$ cat src/rtl/idli_fetch_m.sv
`default_nettype none
// ============================================================================
// Module   : idli_fetch_m
// Brief    : Instruction fetch buffer. Assembles 4-bit SQI read nibbles
//            (little-endian) into 16-bit instruction words and queues them
//            in a DEPTH-entry FIFO. Decode pops the head over a valid/accept
//            handshake. A registered stall request throttles the SQI
//            sequencer, and a flush discards everything on a PC redirect.
// Revision : 1.0 - initial release
// ============================================================================
module idli_fetch_m #(
    parameter int DEPTH = 2
) (
    input  logic                         i_fetch_gck,
    input  logic                         i_fetch_rst,
    input  logic [3:0]                   i_fetch_nib,
    input  logic                         i_fetch_nib_vld,
    input  logic                         i_fetch_flush,
    output logic                         o_fetch_stall,
    output logic [15:0]                  o_fetch_instr,
    output logic                         o_fetch_instr_vld,
    input  logic                         i_fetch_instr_acp,
    output logic [$clog2(DEPTH+1)-1:0]   o_fetch_count,
    output logic                         o_fetch_ovf
);

    // ------------------------------------------------------------------------
    // Constants
    // ------------------------------------------------------------------------
    localparam int                c_PTR_W = $clog2(DEPTH);
    localparam int                c_CNT_W = $clog2(DEPTH + 1);
    localparam logic [c_CNT_W-1:0] c_DEPTH = c_CNT_W'(DEPTH);
    localparam logic [1:0]        c_LAST_IDX = 2'd3;

    // ------------------------------------------------------------------------
    // State
    // ------------------------------------------------------------------------
    logic [15:0]        r_mem [DEPTH];
    logic [c_PTR_W-1:0] r_wptr;
    logic [c_PTR_W-1:0] r_rptr;
    logic [c_CNT_W-1:0] r_count;
    logic [1:0]         r_idx;
    logic [11:0]        r_partial;
    logic               r_stall;
    logic               r_ovf;

    // ------------------------------------------------------------------------
    // Combinational control
    // ------------------------------------------------------------------------
    logic               w_vld;
    logic               w_pop;
    logic               w_room;
    logic               w_nib_acc;
    logic               w_nib_drop;
    logic               w_push;
    logic [c_CNT_W-1:0] w_count_next;
    logic [1:0]         w_idx_next;
    logic [c_CNT_W:0]   w_occupancy_next;
    logic               w_stall_next;

    assign w_vld = (r_count != '0);

    // A flush cycle ignores the accept entirely, so no pop can happen then.
    assign w_pop = w_vld & i_fetch_instr_acp & ~i_fetch_flush;

    // A word already in assembly owns its slot; a new word needs a free slot,
    // which may be the one vacated by a pop in this same cycle.
    assign w_room     = (r_idx != 2'd0) | (r_count < c_DEPTH) | w_pop;
    assign w_nib_acc  = i_fetch_nib_vld & ~i_fetch_flush & w_room;
    assign w_nib_drop = i_fetch_nib_vld & ~i_fetch_flush & ~w_room;
    assign w_push     = w_nib_acc & (r_idx == c_LAST_IDX);

    // Next word count: +1 on push, -1 on pop, cleared by flush.
    always_comb begin
        w_count_next = r_count;
        if (i_fetch_flush) begin
            w_count_next = '0;
        end else begin
            case ({w_push, w_pop})
                2'b10:   w_count_next = r_count + c_CNT_W'(1);
                2'b01:   w_count_next = r_count - c_CNT_W'(1);
                default: w_count_next = r_count;
            endcase
        end
    end

    // Next nibble index: advances (and wraps) only on an accepted nibble.
    always_comb begin
        w_idx_next = r_idx;
        if (i_fetch_flush) begin
            w_idx_next = 2'd0;
        end else if (w_nib_acc) begin
            w_idx_next = r_idx + 2'd1;
        end
    end

    // Stall when complete words plus the reserved in-assembly slot fill the FIFO.
    assign w_occupancy_next = {1'b0, w_count_next} + (c_CNT_W + 1)'(w_idx_next != 2'd0);
    assign w_stall_next     = (w_occupancy_next >= {1'b0, c_DEPTH});

    // ------------------------------------------------------------------------
    // Sequential logic
    // ------------------------------------------------------------------------

    // Pointers, count, nibble index and stall register with reset/flush priority.
    always_ff @(posedge i_fetch_gck) begin
        if (i_fetch_rst) begin
            r_wptr  <= '0;
            r_rptr  <= '0;
            r_count <= '0;
            r_idx   <= 2'd0;
            r_stall <= 1'b0;
        end else begin
            r_count <= w_count_next;
            r_idx   <= w_idx_next;
            r_stall <= w_stall_next;
            if (i_fetch_flush) begin
                r_wptr <= '0;
                r_rptr <= '0;
            end else begin
                if (w_push) begin
                    r_wptr <= r_wptr + c_PTR_W'(1);
                end
                if (w_pop) begin
                    r_rptr <= r_rptr + c_PTR_W'(1);
                end
            end
        end
    end

    // Partial word: lower three nibbles collected little-endian.
    always_ff @(posedge i_fetch_gck) begin
        if (i_fetch_rst || i_fetch_flush) begin
            r_partial <= 12'h000;
        end else if (w_nib_acc) begin
            case (r_idx)
                2'd0:    r_partial[3:0]  <= i_fetch_nib;
                2'd1:    r_partial[7:4]  <= i_fetch_nib;
                2'd2:    r_partial[11:8] <= i_fetch_nib;
                default: r_partial       <= 12'h000;
            endcase
        end
    end

    // Entry storage: the final nibble completes the word straight into the tail.
    always_ff @(posedge i_fetch_gck) begin
        if (w_push && !i_fetch_rst) begin
            r_mem[r_wptr] <= {i_fetch_nib, r_partial};
        end
    end

    // Sticky overflow: set on any nibble dropped for lack of space; flush keeps it.
    always_ff @(posedge i_fetch_gck) begin
        if (i_fetch_rst) begin
            r_ovf <= 1'b0;
        end else if (w_nib_drop) begin
            r_ovf <= 1'b1;
        end
    end

    // ------------------------------------------------------------------------
    // Outputs
    // ------------------------------------------------------------------------
    assign o_fetch_instr_vld = w_vld;
    assign o_fetch_instr     = w_vld ? r_mem[r_rptr] : 16'h0000;
    assign o_fetch_count     = r_count;
    assign o_fetch_stall     = r_stall;
    assign o_fetch_ovf       = r_ovf;

endmodule
`default_nettype wire

$ cat config.mk
export PLATFORM = sky130hd
export DESIGN_NAME = idli_fetch_m
export DESIGN_NICKNAME = d
export VERILOG_FILES = /design/src/rtl/idli_fetch_m.sv
export SDC_FILE = /design/constraint.sdc
export NUM_CORES = 1
export LEC_CHECK = 0
export BUFFER_PORTS_ARGS = -buffer_cell sky130_fd_sc_hd__buf_2
export CORE_AREA = 2 2 69 71
export CTS_CLUSTER_DIAMETER = 30
export DETAILED_ROUTE_END_ITERATION = 16
export DIE_AREA = 0 0 71 73
export HOLD_SLACK_MARGIN = 0.15
export PLACE_DENSITY_LB_ADDON = 0.2
export SLEW_MARGIN = 20
export SYNTH_ARGS = -nofsm -noshare
export SYNTH_HDL_FRONTEND = slang
export SYNTH_SLANG_ARGS = --single-unit
$ cat constraint.sdc
create_clock -name i_fetch_gck -period 3.6 [get_ports i_fetch_gck]
set_clock_uncertainty 0.15 [all_clocks]
set_input_delay 0.9 -clock i_fetch_gck [delete_from_list [all_inputs] [get_ports i_fetch_gck]]
set_output_delay 0.9 -clock i_fetch_gck [all_outputs]
set_load 0.01 [all_outputs]
==> flow_summary.ini, run 1 <==
[synthesis]
synth.ff_latch_count = 53
async_reset_ff_share_pct = 0
synth_top_cells_by_area = sky130_fd_sc_hd__edfxtp_1, sky130_fd_sc_hd__dfxtp_1, sky130_fd_sc_hd__mux2i_1
ys_dominant_reg_cell = sky130_fd_sc_hd__edfxtp_1
post_synth.cell_area_avg_sq_um = 12.32
mappedNetlistArea_sq_mm = 0.002156
synth.distinct_cells = 28
synth_edf_count = 32
post_synth_inst_count = 175
yosysSeqAreaShare_pct = 64.07
synth.yosys.warnings = 0
syn_nets = 189
synth_top_cell_area_share_pct = 44.57
yosys.area.top_type = sky130_fd_sc_hd__edfxtp_1

[cells_and_area]
syn2layout_area_growth_pct = 13.17
fillerInstances = 394
num_antenna_cells = 0
layout.cells.most_common = sky130_fd_sc_hd__edfxtp_1
drive_gt1_share_pct = 22.49
finalNonFillerCells = 263
commonest_cells_after_routing_fill_and_taps_aside = sky130_fd_sc_hd__edfxtp_1, sky130_fd_sc_hd__buf_2, sky130_fd_sc_hd__nor2_1
finalNetCount = 222

[worst_setup_path]
crit_type = reg -> out
path_max_fanout = 16
r2r_setup_slack_ns = 1.27
worstReg2RegEnd = o_fetch_stall$_SDFF_PP0_
crit_required_ns = 2.55
rr_worst_depth = 9
critPathLaunchType = register
rr_startpoint = r_idx[0]$_SDFF_PP0_
worst_ep_arrival_time_ns = 1.72
end_kind = output pin

[clocking]
cts-hold-fix-buffers = 0
cts_root_buf = sky130_fd_sc_hd__clkbuf_8
clkLatencyLatePin_ns = 0.29
tritoncts_clock_tree = built
cts-htree-levels = 2
cts_max_path_buffers = 2
clk_pin_slew_ns = 0.08
ctsResizeCount = 0
cts-buffers-inserted = 5
post_cts.repair.setup_buffers = 0
cts_sinks = 53

[power_and_ir_drop]
vdd.ir_drop.worst_mv = 0.1794
seqPwrFrac_pct = 64.0
clockPowerShare_pct = 32.6
comb_power_share_pct = 3.5
power_switching_uw = 193.1
power_report.internal_total_uw = 808.1
p_leak_nw = 0.8791
switching_share_pct = 19.29
power.density_mw_per_mm2 = 410.4

[sta]
timing.final.crit_period_ns = 2.772
total_negative_slack_for_setup_checks_ns = 0
maximum_frequency_from_static_timing_analysis_mhz = 360.8
post-route-period-util_pct = 77.00
hold_viol_final = 0
timing_worst_slew_pin_value_ns = 0.9385
rsz_0062_raised_after_global_routing = no
setup_viol_count_final = 0
timing.slew.headroom_pct = 37.35
slew_viol_final = 0

[die]
core_area_sq_mm = 0.004536
placementRows = 25
initial_utilization_pct = 47.53
die_height_microns = 73
floorplan.die.width_microns = 71
io_pins = 30
fp.dieArea_sq_mm = 0.005183

[grt]
globalRouteOverflowTotal = 0
grt_usage_pct = 15.61
wire_length_of_the_first_global_routing_pass_microns = 6127
grt_antenna_before_repair = 0
grt_pass1_vias = 1272
grt_max_degree = 21

[route]
wl_microns = 3723
final_antenna_net_count = 0
detail_route.iter0.violations = 64
via_per_inst = 5.217
route.detailed.wl_per_inst_microns = 14.16
firstDrtPassIters = 4
drc_errors = 0
vias = 1372

[worst_hold_path]
timing.hold.worst.start = r_partial[11]$_SDFFE_PP0P_
holdPathEnd = r_mem[1][11]$_DFFE_PP_
timing.hold.worst.class = reg -> reg
whs_path_depth = 0

[outcome]
status = finished, final reports clean

[flow_run]
cap_violations = 0

[placed_design]
number_of_port_buffers = 29
globalplace.congestion = 0.7904
place_hpwl_microns = 2653
placedCellCount = 255
==> through the flow <==
stage,hold WS (ns),cell area (sq um),worst slack [ns],power [mW],utilization (%)
after detailed placement,0.2906,2350,1.058,0.6892,51.81
after floorplan,0.2754,2156,0.5606,0.6781,-
after CTS,0.3098,2440,0.7747,1.013,53.79
after global placement,0.2808,2350,1.089,0.6876,51.81
after global routing,0.3205,2440,0.6723,1.044,53.79
final,0.3096,2440,0.8282,1.001,53.79
==> cell type report <==
cell class / instances / area, sq um / share of cell area, %
Sequential cell: 53 / 1381 / 56.62
Multi-Input combinational cell: 113 / 721.9 / 29.59
Timing Repair Buffer: 32 / 167.7 / 6.872
Clock buffer: 8 / 90.09 / 3.692
Tap cell: 54 / 67.56 / 2.769
Inverter: 3 / 11.26 / 0.4615
==> kinds of logic after synthesis <==
group,Yosys count,share of synthesized area [%]
buf+inv,9,2.902
fa+ha+maj,5,2.902
mux,16,7.429
xor+xnor,6,2.438
flops,53,64.07
simple gates,68,15.67
compound gates,18,4.585
==> sequential cells by signal (all words and copies together) (netlist names), named ones only <==
name,count
o_fetch_count,2
o_fetch_ovf,1
o_fetch_stall,1
r_idx,2
r_mem,32
r_partial,12
r_rptr,1
r_wptr,1
==> power by group through the flow <==
stage	clock, mW	sequential, mW	combinational (mW)
6_report	0.326	0.640	0.0346
5_1_grt	0.365	0.641	0.0378
4_1_cts	0.338	0.640	0.0348
3_5_place_dp	0	0.655	0.0347
3_3_place_gp	0	0.654	0.0333
2_1_floorplan	0	0.654	0.0241
==> per-layer routing <==
layer  up-vias  track usage, %  wire length (microns)
met5         -               0                      0
li1        680               -                      -
met2        29           26.90                   1834
met1       655           18.43                   1616
met4         0           6.289                     76
met3         8           4.558                    195
==> synth_stat cells (all sizes together), types with 2 or more instances <==
master,instances
a21oi,14
buf,6
dfxtp,21
edfxtp,32
ha,5
inv,3
mux2i,16
nand2,14
nand3,14
nor2,26
nor2b,2
nor3,4
or3,3
xnor2,3
xor2,3
==> worst max path at each step <==
stage                                from                        to  slack [ns]  cells past startpoint
after detailed placement  i_fetch_nib_vld  o_fetch_stall$_SDFF_PP0_        1.06                      8
after global routing             register          o_fetch_instr[8]        0.67                      3
after CTS                        register          o_fetch_instr[3]        0.77                      3
after floorplan           i_fetch_nib_vld     r_mem[1][0]$_DFFE_PP_        0.56                      3
final                            register          o_fetch_instr[3]        0.83                      3
after global placement    i_fetch_nib_vld  o_fetch_stall$_SDFF_PP0_        1.09                      8
==> critical path, stage by stage, from the launching register on <==
cell and delay, ns:
sky130_fd_sc_hd__dfxtp_1 0.94, sky130_fd_sc_hd__mux2i_1 0.29, sky130_fd_sc_hd__nor2_1 0.05, sky130_fd_sc_hd__buf_2 0.14
Note: power is estimated with default switching activity, not from simulation.
==> run 2: changes to the inputs <==
ABC_AREA = 1   (was not set)
CORE_AREA = 2 2 70 72   (was 2 2 69 71)
DIE_AREA = 0 0 72 74   (was 0 0 71 73)
clock period = 2.4 ns   (was 3.6 ns; I/O delays follow)
==> run 2 against run 1 <==
Against the previous run: cell count grew 26%; worst hold slack is essentially flat; utilization grew 2.5 points; design area grew 6.2%; die area grew 2.8%; worst setup slack lost 0.61 ns; via count grew 18%.
==> flow_summary.ini, run 2 <==
[synthesis]
leading_cell_type_by_number_of_instances_after_synthesis = sky130_fd_sc_hd__nand2_1
synth_edf_count = 32
synth.ff_latch_count = 53
mappedNetlistArea_sq_mm = 0.002243
synthTopCellsByCount = sky130_fd_sc_hd__nand2_1, sky130_fd_sc_hd__edfxtp_1, sky130_fd_sc_hd__inv_1
post_synth_inst_count = 238
synth_top_cell_area_share_pct = 42.83
yosysSeqAreaShare_pct = 61.57
async_reset_ff_share_pct = 0
synth_top_cells_by_area = sky130_fd_sc_hd__edfxtp_1, sky130_fd_sc_hd__dfxtp_1, sky130_fd_sc_hd__nand2_1
yosys.area.top_type = sky130_fd_sc_hd__edfxtp_1
post_synth.cell_area_avg_sq_um = 9.426
syn_nets = 252
synth.yosys.warnings = 0
synth.distinct_cells = 22
ys_dominant_reg_cell = sky130_fd_sc_hd__edfxtp_1

[cells_and_area]
drive_gt1_share_pct = 21.58
fillerInstances = 415
finalNetCount = 291
largestRegisters = r_mem x32, r_partial x12
largest_register_ff_count = 32
registers.top_by_ff_count = r_mem
num_antenna_cells = 0
commonest_cells_after_routing_fill_and_taps_aside = sky130_fd_sc_hd__nand2_1, sky130_fd_sc_hd__edfxtp_1, sky130_fd_sc_hd__inv_1, sky130_fd_sc_hd__buf_2, sky130_fd_sc_hd__a21oi_1
layout.cells.most_common = sky130_fd_sc_hd__nand2_1
syn2layout_area_growth_pct = 15.45
final_core_utilization_pct = 56.33

[sta]
rsz_0062_raised_after_global_routing = no
hold_viol_final = 0
timing_worst_slew_pin_value_ns = 0.5426
setup_viol_count_final = 0
maximum_frequency_from_static_timing_analysis_mhz = 457.7
post-route-period-util_pct = 91.03
total_negative_slack_for_setup_checks_ns = 0
timing.slew.headroom_pct = 63.79
hold_ws_ns = 0.3095
slew_viol_final = 0
timing.final.crit_period_ns = 2.185

[clocking]
post_cts.repair.setup_buffers = 0
clkLatencyLatePin_ns = 0.30
cts_max_path_buffers = 2
cts_root_buf = sky130_fd_sc_hd__clkbuf_8
tritoncts_clock_tree = built
clk_pin_slew_ns = 0.09
cts_sinks = 53
cts-htree-levels = 2
cts-hold-fix-buffers = 0
cts-buffers-inserted = 5
ctsResizeCount = 0

[worst_setup_path]
worst_ep_arrival_time_ns = 1.43
cell_count_along_the_critical_path = 4
critical_path.n_buffers_inverters = 2
critical_path.top_delay_family = buffers and inverters
cpPeakStageDelay_ns = 0.40
crit_type = reg -> out
critPathLaunchType = register
rr_worst_depth = 13
slowest_stage = sky130_fd_sc_hd__inv_1
crit_required_ns = 1.65
end_kind = output pin
path_max_fanout = 16
timing.critical_path.cells = inv_1 -> nand2_1 -> a21oi_1 -> buf_2

[grt]
globalRouteOverflowTotal = 0
wire_length_of_the_first_global_routing_pass_microns = 6955
grt_pass1_vias = 1526
grt_usage_pct = 17.27
grt_max_degree = 17
grt_antenna_before_repair = 0

[power_and_ir_drop]
power.density_mw_per_mm2 = 582.2
total_power_mw = 1.508
vdd.ir_drop.worst_mv = 0.3157
p_leak_nw = 1.104

[placed_design]
place_hpwl_microns = 2933
globalplace.congestion = 0.8114
number_of_port_buffers = 29

[route]
final_antenna_net_count = 0
via_per_inst = 4.880
drc_errors = 0
wl_microns = 4115
detail_route.iter0.violations = 87
vias = 1620
firstDrtPassIters = 4
route.detailed.wl_per_inst_microns = 12.39

[flow_run]
cap_violations = 0

[outcome]
status = finished, final reports clean

[worst_hold_path]
whs_path_depth = 2
timing.hold.worst.class = reg -> reg

[die]
die_height_microns = 74
core_area_sq_mm = 0.004598
initial_utilization_pct = 48.79
placementRows = 25
floorplan.die.width_microns = 72
io_pins = 30
fp.dieArea_sq_mm = 0.005328
[run 2: cell count changes after synthesis, sizes merged, moves of 4 or more]
| cell | before | now |
|---|---|---|
| nor3 | 4 | 8 |
| a21oi | 14 | 25 |
| inv | 3 | 31 |
| mux2i | 16 | 0 |
| nor2 | 26 | 17 |
| nand2 | 14 | 82 |
| nand3 | 14 | 7 |
[run 2: layout make-up]
type / count / area [sq um] / area share (%)
sequential: 53 / 1381 / 53.33
multi-input combinational: 148 / 725.7 / 28.02
timing repair buffer: 38 / 212.7 / 8.213
inverter: 31 / 116.4 / 4.493
clock buffer: 5 / 68.82 / 2.657
tap: 54 / 67.56 / 2.609
clock inverter: 3 / 17.52 / 0.6763
[run 2: layer usage]
metal | GRT usage (%) | up-vias | wire length, microns
met5 | 0 | - | 0
met4 | 5.660 | 0 | 56
li1 | - | 840 | -
met1 | 20.83 | 745 | 1864
met2 | 30.56 | 29 | 2041
met3 | 4.336 | 6 | 152
[run 2: cells by family (layout without fill, tap and decap cells)]
kind of cell,Yosys count,after routing,share of synthesized area [%]
DFF,53,53,61.57
and+or+nand+nor,115,115,22.87
AOI/OAI and AO/OA,28,28,6.246
buffers and inverters,37,77,6.525
adders and majority gates,5,5,2.789
[run 2: final timing paths]
check / start / end / slack, ns
worst max-delay path: register / o_fetch_instr[12] / 0.22
worst max register to register: r_idx[0]$_SDFF_PP0_ / o_fetch_stall$_SDFF_PP0_ / 0.23
worst min-delay path: o_fetch_ovf$_SDFFE_PP0P_ / o_fetch_ovf$_SDFFE_PP0P_ / 0.31
worst min register to register: o_fetch_ovf$_SDFFE_PP0P_ / o_fetch_ovf$_SDFFE_PP0P_ / 0.31
[run 2: worst register-to-register path, stage by stage, from the launching register on]
cell and delay, ns:
sky130_fd_sc_hd__dfxtp_1 0.40, sky130_fd_sc_hd__inv_1 0.10, sky130_fd_sc_hd__ha_1 0.22, sky130_fd_sc_hd__nand2_1 0.08
sky130_fd_sc_hd__inv_2 0.05, sky130_fd_sc_hd__nand2_4 0.09, sky130_fd_sc_hd__nand3_1 0.11, sky130_fd_sc_hd__ha_1 0.30
sky130_fd_sc_hd__inv_1 0.05, sky130_fd_sc_hd__nand2_1 0.06, sky130_fd_sc_hd__nor2_1 0.04, sky130_fd_sc_hd__or2_2 0.27
sky130_fd_sc_hd__nand3_1 0.09, sky130_fd_sc_hd__nand2_1 0.05
[run 2: through the flow]
| step | instance area, sq um | setup WS [ns] | instances |
|---|---|---|---|
| 2_1_floorplan | 2243 | -0.4374 | 238 |
| 3_3_place_gp | 2504 | 0.1958 | 324 |
| 3_5_place_dp | 2504 | 0.1241 | 324 |
| 4_1_cts | 2590 | 0.1813 | 332 |
| 5_1_grt | 2590 | 0.05340 | 332 |
| 6_report | 2590 | 0.2153 | 332 |
[run 2: power breakdown]
| part | internal [mW] | switching (mW) | total (mW) |
|---|---|---|---|
| clock | 0.202 | 0.273 | 0.475 |
| sequential | 0.962 | 0.00397 | 0.966 |
| combinational | 0.0217 | 0.0447 | 0.0664 |
| total | 1.19 | 0.322 | 1.51 |
==> run 3: changes to the inputs <==
PLACE_DENSITY = 0.73   (was not set)
PLACE_DENSITY_LB_ADDON = not set   (was 0.2)
SLEW_MARGIN = 25   (was 20)
==> run 3 against run 2 <==
Against the previous run: utilization is 0.16 points higher; cell count stayed put; wire length is 0.36% higher; sequential power hardly changed; via count is 0.25% lower; clock-buffer cell count is 2 higher; die area stayed put; total power is 2.0% higher; maximum frequency is 0.40% higher; largest cell class unchanged.
==> flow_summary.ini, run 3 (synthesis results as in run 2) <==
[clocking]
cts-hold-fix-buffers = 0
cts_root_buf = sky130_fd_sc_hd__clkbuf_8
post_cts.repair.setup_buffers = 0
ctsResizeCount = 0
tritoncts_clock_tree = built
cts-buffers-inserted = 5
clkLatencyLatePin_ns = 0.30
cts_max_path_buffers = 2
cts_sinks = 53
cts-htree-levels = 2
clk_pin_slew_ns = 0.09

[power_and_ir_drop]
p_leak_nw = 1.103
power.density_mw_per_mm2 = 592.1
total_power_mw = 1.538
vdd.ir_drop.worst_mv = 0.4220

[grt]
wire_length_of_the_first_global_routing_pass_microns = 6644
grt_util_met1_pct = 20.81
globalRouteOverflowTotal = 0
grt_antenna_before_repair = 0
grt_pass1_vias = 1432
grt_usage_pct = 17.00
groute.layer.met2.usage_pct = 28.60
grt.busiest_layer = met2
gr-usage-met3_pct = 4.065
grt_max_degree = 17

[sta]
post-route-period-util_pct = 90.66
timing.slew.headroom_pct = 64.58
slew_viol_final = 0
maximum_frequency_from_static_timing_analysis_mhz = 459.6
hold_viol_final = 0
setup_viol_count_final = 0
rsz_0062_raised_after_global_routing = no
timing_worst_slew_pin_value_ns = 0.5308
timing.final.crit_period_ns = 2.176
total_negative_slack_for_setup_checks_ns = 0

[cells_and_area]
commonest_cells_after_routing_fill_and_taps_aside = sky130_fd_sc_hd__nand2_1, sky130_fd_sc_hd__edfxtp_1, sky130_fd_sc_hd__inv_1, sky130_fd_sc_hd__buf_2, sky130_fd_sc_hd__a21oi_1
drive_gt1_share_pct = 21.58
largestRegisters = r_mem x32, r_partial x12
num_antenna_cells = 0
registers.top_by_ff_count = r_mem
syn2layout_area_growth_pct = 15.78
layout.cells.most_common = sky130_fd_sc_hd__nand2_1
largest_register_ff_count = 32
fillerInstances = 421
finalNetCount = 291

[route]
final_antenna_net_count = 0
vias = 1616
firstDrtPassIters = 5
wl_microns = 4130
via_per_inst = 4.867
route.detailed.wl_per_inst_microns = 12.44
drc_errors = 0
detail_route.iter0.violations = 125

[worst_setup_path]
worst_ep_arrival_time_ns = 1.43
critPathLaunchType = register
critical_path.n_buffers_inverters = 2
crit_type = reg -> out
crit_required_ns = 1.65
cpPeakStageDelay_ns = 0.39
path_max_fanout = 16
timing.critical_path.cells = inv_1 -> nand2_1 -> a21oi_1 -> buf_2
slowest_stage = sky130_fd_sc_hd__inv_1
end_kind = output pin
rr_startpoint = r_idx[0]$_SDFF_PP0_
critical_path.top_delay_family = buffers and inverters

[worst_hold_path]
timing.hold.worst.class = reg -> reg
timing.hold.worst.start = r_partial[10]$_SDFFE_PP0P_

[die]
floorplan.die.width_microns = 72
initial_utilization_pct = 48.79
core_area_sq_mm = 0.004598
io_pins = 30
placementRows = 25
die_height_microns = 74
fp.dieArea_sq_mm = 0.005328

[placed_design]
number_of_port_buffers = 29
place_hpwl_microns = 2940
globalplace.congestion = 0.8298

[outcome]
status = finished, final reports clean

[flow_run]
cap_violations = 0
-- run 3: cell count changes in the layout (fill, tap and decap cells not counted), sizes merged --
| cell | before | now |
|---|---|---|
| clkinv | 3 | 0 |
| clkbuf | 5 | 7 |
| clkinvlp | 0 | 1 |
-- run 3: through the flow --
stage | std cells | instance area [sq um] | util, % | hold slack (ns) | setup slack [ns]
after floorplan | 238 | 2243 | - | 0.2756 | -0.4374
after global placement | 324 | 2504 | 54.45 | 0.2816 | 0.1971
after detailed placement | 324 | 2504 | 54.45 | 0.2922 | 0.1449
after CTS | 332 | 2597 | 56.49 | 0.3124 | 0.1719
after global routing | 332 | 2597 | 56.49 | 0.3317 | 0.04000
final | 332 | 2597 | 56.49 | 0.3110 | 0.2241
-- run 3: path summary, 6_finish.rpt --
path / slack [ns] / cells past startpoint / endpoint
worst min register to register: 0.31 / 0 / r_mem[0][10]$_DFFE_PP_
worst max register to register: 0.27 / 13 / o_fetch_stall$_SDFF_PP0_
worst min-delay path: 0.31 / 0 / r_mem[0][10]$_DFFE_PP_
worst max-delay path: 0.22 / 4 / o_fetch_instr[13]
-- run 3: area by class of cell --
cell class,instances,area (sq um),area share (%)
Clock buffer,7,86.33,3.324
Clock inverter,1,7.507,0.2890
Inverter,31,116.4,4.480
Multi-Input combinational cell,148,725.7,27.94
Sequential cell,53,1381,53.18
Tap cell,54,67.56,2.601
Timing Repair Buffer,38,212.7,8.189
-- run 3: per-layer routing --
| metal | up-vias | routed length, microns |
|---|---|---|
| li1 | 839 | - |
| met1 | 738 | 1884 |
| met2 | 32 | 1994 |
| met3 | 7 | 163 |
| met4 | 0 | 87 |
| met5 | - | 0 |
-- run 3: where the power goes --
part | internal [mW] | switching [mW] | total, mW
registers | 0.962 | 0.00392 | 0.966
logic | 0.0218 | 0.0451 | 0.0668
clock network | 0.234 | 0.271 | 0.505
